**config.mk**
```make
export PLATFORM = sky130hd
export DESIGN_NAME = stopwatch_counter
export DESIGN_NICKNAME = d
export VERILOG_FILES = /design/src/rtl/stopwatch_counter.sv
export SDC_FILE = /design/constraint.sdc
export NUM_CORES = 1
export LEC_CHECK = 0
export CORE_AREA = 2 2 82 84
export DETAILED_ROUTE_END_ITERATION = 8
export DIE_AREA = 0 0 84 86
export PLACE_DENSITY_LB_ADDON = 0.1
export SLEW_MARGIN = 5
export SYNTH_ARGS = -nofsm -noshare
export SYNTH_HDL_FRONTEND = slang
export SYNTH_SLANG_ARGS = --single-unit
```
**constraint.sdc**
```tcl
create_clock -name clk -period 3.86 [get_ports clk]
set_input_delay 0.386 -clock clk [delete_from_list [all_inputs] [get_ports clk]]
set_output_delay 0.386 -clock clk [all_outputs]
set_load 0.01 [all_outputs]
```
**src/rtl/stopwatch_counter.sv**
```systemverilog
// BCD stopwatch MM:SS.mmm fed by a 1 ms tick, with a lap-hold display and clear.
// The live count always runs; the display shows either the live count or a held lap snapshot.
module stopwatch_counter #(
    parameter int MIN_LIMIT = 59
) (
    input  logic        clk,
    input  logic        reset,
    input  logic        ms_tick,
    input  logic        clear,
    input  logic        lap,
    output logic [11:0] ms_bcd,
    output logic [7:0]  sec_bcd,
    output logic [7:0]  min_bcd,
    output logic        lap_active,
    output logic        rollover
);

    localparam logic [7:0] MIN_LIMIT_BCD = {4'(MIN_LIMIT / 10), 4'(MIN_LIMIT % 10)};

    typedef enum logic {
        LIVE = 1'b0,
        HOLD = 1'b1
    } state_e;

    // Packed digit layout: [27:24] min tens .. [3:0] ms units
    logic [27:0] live_q, live_d;
    logic [27:0] hold_q, hold_d;
    logic [27:0] disp_q, disp_d;
    logic [27:0] nxt;
    state_e      state_q, state_d;
    logic        ms_tick_q, lap_q;
    logic        rollover_q, rollover_d;
    logic        inc, lap_rise, wrap;
    logic        c1, c2, c3, c4, c5, c6, c7;

    // Returns {carry_out, next_digit}; the >= test also pulls any stray non-BCD value back to 0.
    function automatic logic [4:0] bcd_step(input logic [3:0] digit,
                                            input logic [3:0] max_digit,
                                            input logic       cin);
        if (!cin)
            return {1'b0, digit};
        else if (digit >= max_digit)
            return {1'b1, 4'd0};
        else
            return {1'b0, digit + 4'd1};
    endfunction

    assign inc      = ms_tick & ~ms_tick_q;
    assign lap_rise = lap & ~lap_q;

    always_comb begin
        nxt = '0;
        {c1, nxt[3:0]}   = bcd_step(live_q[3:0],   4'd9, inc);
        {c2, nxt[7:4]}   = bcd_step(live_q[7:4],   4'd9, c1);
        {c3, nxt[11:8]}  = bcd_step(live_q[11:8],  4'd9, c2);
        {c4, nxt[15:12]} = bcd_step(live_q[15:12], 4'd9, c3);
        {c5, nxt[19:16]} = bcd_step(live_q[19:16], 4'd5, c4);
        {c6, nxt[23:20]} = bcd_step(live_q[23:20], 4'd9, c5);
        {c7, nxt[27:24]} = bcd_step(live_q[27:24], 4'd9, c6);
        wrap = (c5 && (live_q[27:20] == MIN_LIMIT_BCD)) || c7;

        live_d     = nxt;
        rollover_d = 1'b0;
        if (clear) begin
            live_d = '0;
        end else if (wrap) begin
            live_d     = '0;
            rollover_d = 1'b1;
        end
    end

    always_comb begin
        state_d = state_q;
        hold_d  = hold_q;
        case (state_q)
            LIVE: begin
                if (lap_rise) begin
                    hold_d  = live_q;
                    state_d = HOLD;
                end
            end
            HOLD: begin
                if (lap_rise)
                    state_d = LIVE;
            end
            default: state_d = LIVE;
        endcase
        disp_d = (state_d == HOLD) ? hold_d : live_q;
    end

    always_ff @(posedge clk) begin
        if (reset) begin
            state_q    <= LIVE;
            ms_tick_q  <= 1'b0;
            lap_q      <= 1'b0;
            live_q     <= '0;
            hold_q     <= '0;
            disp_q     <= '0;
            rollover_q <= 1'b0;
        end else begin
            state_q    <= state_d;
            ms_tick_q  <= ms_tick;
            lap_q      <= lap;
            live_q     <= live_d;
            hold_q     <= hold_d;
            disp_q     <= disp_d;
            rollover_q <= rollover_d;
        end
    end

    assign ms_bcd     = disp_q[11:0];
    assign sec_bcd    = disp_q[19:12];
    assign min_bcd    = disp_q[27:20];
    assign lap_active = (state_q == HOLD);
    assign rollover   = rollover_q;

endmodule
```
==> impl_metrics.ini <==
[synthesis]
synth.area.mux_share_pct = 0.811
syn-num-nets = 481
yosys_warnings = 0
synth_compound_area_share_pct = 15.7
synthCells = 455
synthAdderAreaFrac_pct = 7.09
syn_avg_cell_area_um2 = 8.14
yosys.area_share.simple_pct = 23.1
ys_types = 44
synth_top_family_by_area = simple AND/OR/NAND/NOR gates
syn_area_um2 = 3700
synth_xor_area_share_pct = 0.946
ys_seq_area_share_pct = 47.6
ys_ff_latch = 88

[cts]
clock_sinks = 88
h-tree-depth = 3
clk_latency_ns = 0.36
holdBufCountCts = 0
ctsResizeCount = 0
cts_setup_buffers = 0
cts_inserted_buffers = 9
clock_path_buffers = 2
path_clk_slew_ns = 0.09
cts_tree = built
cts_root_buf = clkbuf_8

[worst_setup_path]
cp.required_ns = 4.15
rr_worst_depth = 7
cp-start-kind = register
r2r_slack_ns = 1.50
cp-end-kind = register
path_class = reg -> reg
crit_arrival_ns = 2.65
rr_startpoint = live_q[0]
reg2reg_to = live_q[22]
cp_max_fo = 11

[sta]
finalSetupTns_ns = 0
maxSlewViolCount = 0
worst_pin_slew_ns = 1.18
fmax_mhz = 424
post-route-period-util_pct = 61.1
finalClockSkew_ns = 0.0102
worst_slew_margin_rel_pct = 21.3
rsz0062_at_grt = false
min_period_ns = 2.36
final_hold_viol_count = 0
finalSetupViolations = 0

[run_status]
status = completed

[final_layout]
fin_nets = 505
final_cell_mix = nand2_1, dfxtp_1, a21oi_1
final_util_pct = 67.7
mostFrequentLayoutCell = nand2_1
final-instance-count-excl-fill = 560
finalInstanceArea_um2 = 4250
num_antenna_cells = 0
drive_gt1_share_pct = 5.18
layout-area-overhead-vs-synth_pct = 14.7

[die]
initial_core_util_pct = 59.0
coreArea_um2 = 6280
die_y_um = 86
die_area_um2 = 7220
fp-row-count = 29
die_w_um = 84
ioPinCount = 35

[hold_path]
hold_end = disp_q[17]
hold_class = reg -> reg
worst_hold_startpoint = hold_q[17]
hold_depth = 2

[power]
power_density_nw_per_um2 = 375
power_w = 0.00160
vdd_drop_max_mv = 0.301
cellLeakagePower_nw = 1.46

[global_route]
grt_overflow = 0
grtUsageTotal_pct = 22.6
grt_pass1_vias = 2861
grt_first_pass_wirelength_um = 13300
grt_max_degree = 62
antenna_found_initial = 0

[placement]
placed_area_um2 = 4060
placed_cells = 545
io_buffers = 34
place.gp.congestion = 0.814
hpwl_um = 4780

[run]
drv_cap = 0

[detailed_routing]
wirelength_um = 7720
drc = 0
via_per_inst = 5.54
ant_nets = 0
drt_first_pass_iters = 4
vias = 3104
drt_iter0_markers = 146
wl_per_cell_um = 13.8
## worst max path at each step
stage / end / slack (ns) / startpoint / cells past startpoint
after floorplan: live_q[20] / 1.85 / live_q[12] / 8
after global placement: live_q[22] / 1.38 / ms_tick / 6
after detailed placement: live_q[22] / 1.28 / ms_tick / 6
after CTS: live_q[22] / 1.48 / live_q[12] / 7
after global routing: live_q[22] / 1.26 / live_q[0] / 7
final: live_q[22] / 1.50 / live_q[0] / 7
## per-stage QoR
stage | hold WS (ns) | setup WS [ns]
after global routing | 0.473 | 1.26
after detailed placement | 0.441 | 1.28
final | 0.455 | 1.50
after floorplan | 0.432 | 1.85
after CTS | 0.455 | 1.48
after global placement | 0.439 | 1.38
## sequential cells by signal (all words and copies together) (netlist names)
signal      count
rollover        1
live_q         28
hold_q         28
lap_q           1
lap_active      1
ms_tick_q       1
disp_q         28
## power by group
group | switching [W] | total [W] | internal (W)
clock network | 0.000307 | 0.000618 | 0.000310
logic | 0.0000503 | 0.0000642 | 0.0000140
registers | 0.00000333 | 0.000913 | 0.000910
total | 0.000361 | 0.00160 | 0.00123
## cells in the mapped netlist (all sizes together)
cell type  instances  area share [%]
buf                5            0.78
nand3b             2            0.41
nor2              20             2.1
nor3b              1            0.20
nand2b             3            0.51
a41oi              2            0.47
nor3              11             1.6
nand2            125              13
nand4              5             1.0
a22oi              1            0.20
nand3              8             1.1
ha                21             7.1
nor4               2            0.34
inv               21             2.1
a21oi             73             9.9
a2111oi            1            0.74
nor4bb             1            0.27
xnor2              2            0.47
and3               5            0.84
mux2i              3            0.81
or4b               1            0.27
a31oi              4            0.68
or3b               1            0.24
and2b              1            0.20
or2                1            0.17
o31a               2            0.47
a21o               2            0.41
o22ai              1            0.17
or3                3            0.51
o21ai              7             1.0
clkbuf            19             1.9
nand4b             2            0.47
dfxtp             88              48
o32ai              1            0.24
xor2               2            0.47
nor2b              1            0.17
o21a               3            0.61
o31ai              4            0.81
## critical path, stage by stage, from the launching register on
cell and delay (ns):
dfxtp_1 0.45, inv_1 0.10, ha_1 0.20, or3b_1 0.19, and3_1 0.37, nand4_2 0.29, or4b_1 0.53, a21oi_1 0.14
## cells by family after synthesis
family / count (synthesis)
DFF: 88
and+or+nand+nor: 193
muxes: 3
AOI/OAI and AO/OA: 101
adders and majority gates: 21
buffers and inverters: 45
xor gates and xnor gates: 4
## final cells by class
cell class,count,area (um^2)
clock inverters,4,45.0
well taps,77,96.3
fillers,522,2030
inverters,21,78.8
clock buffers,11,141
flip-flops and latches,88,1760
multi-input cells,322,1770
repair buffers,37,358
## per-layer routing
layer / part of all wire (%) / track usage (%) / up-vias
met4: 1.8 / 10.4 / 0
met2: 47 / 37.0 / 68
met3: 3.6 / 3.85 / 11
li1: - / - / 1574
met5: 0 / 0 / -
met1: 47 / 29.4 / 1451
Power figures use the tool's default switching activity.
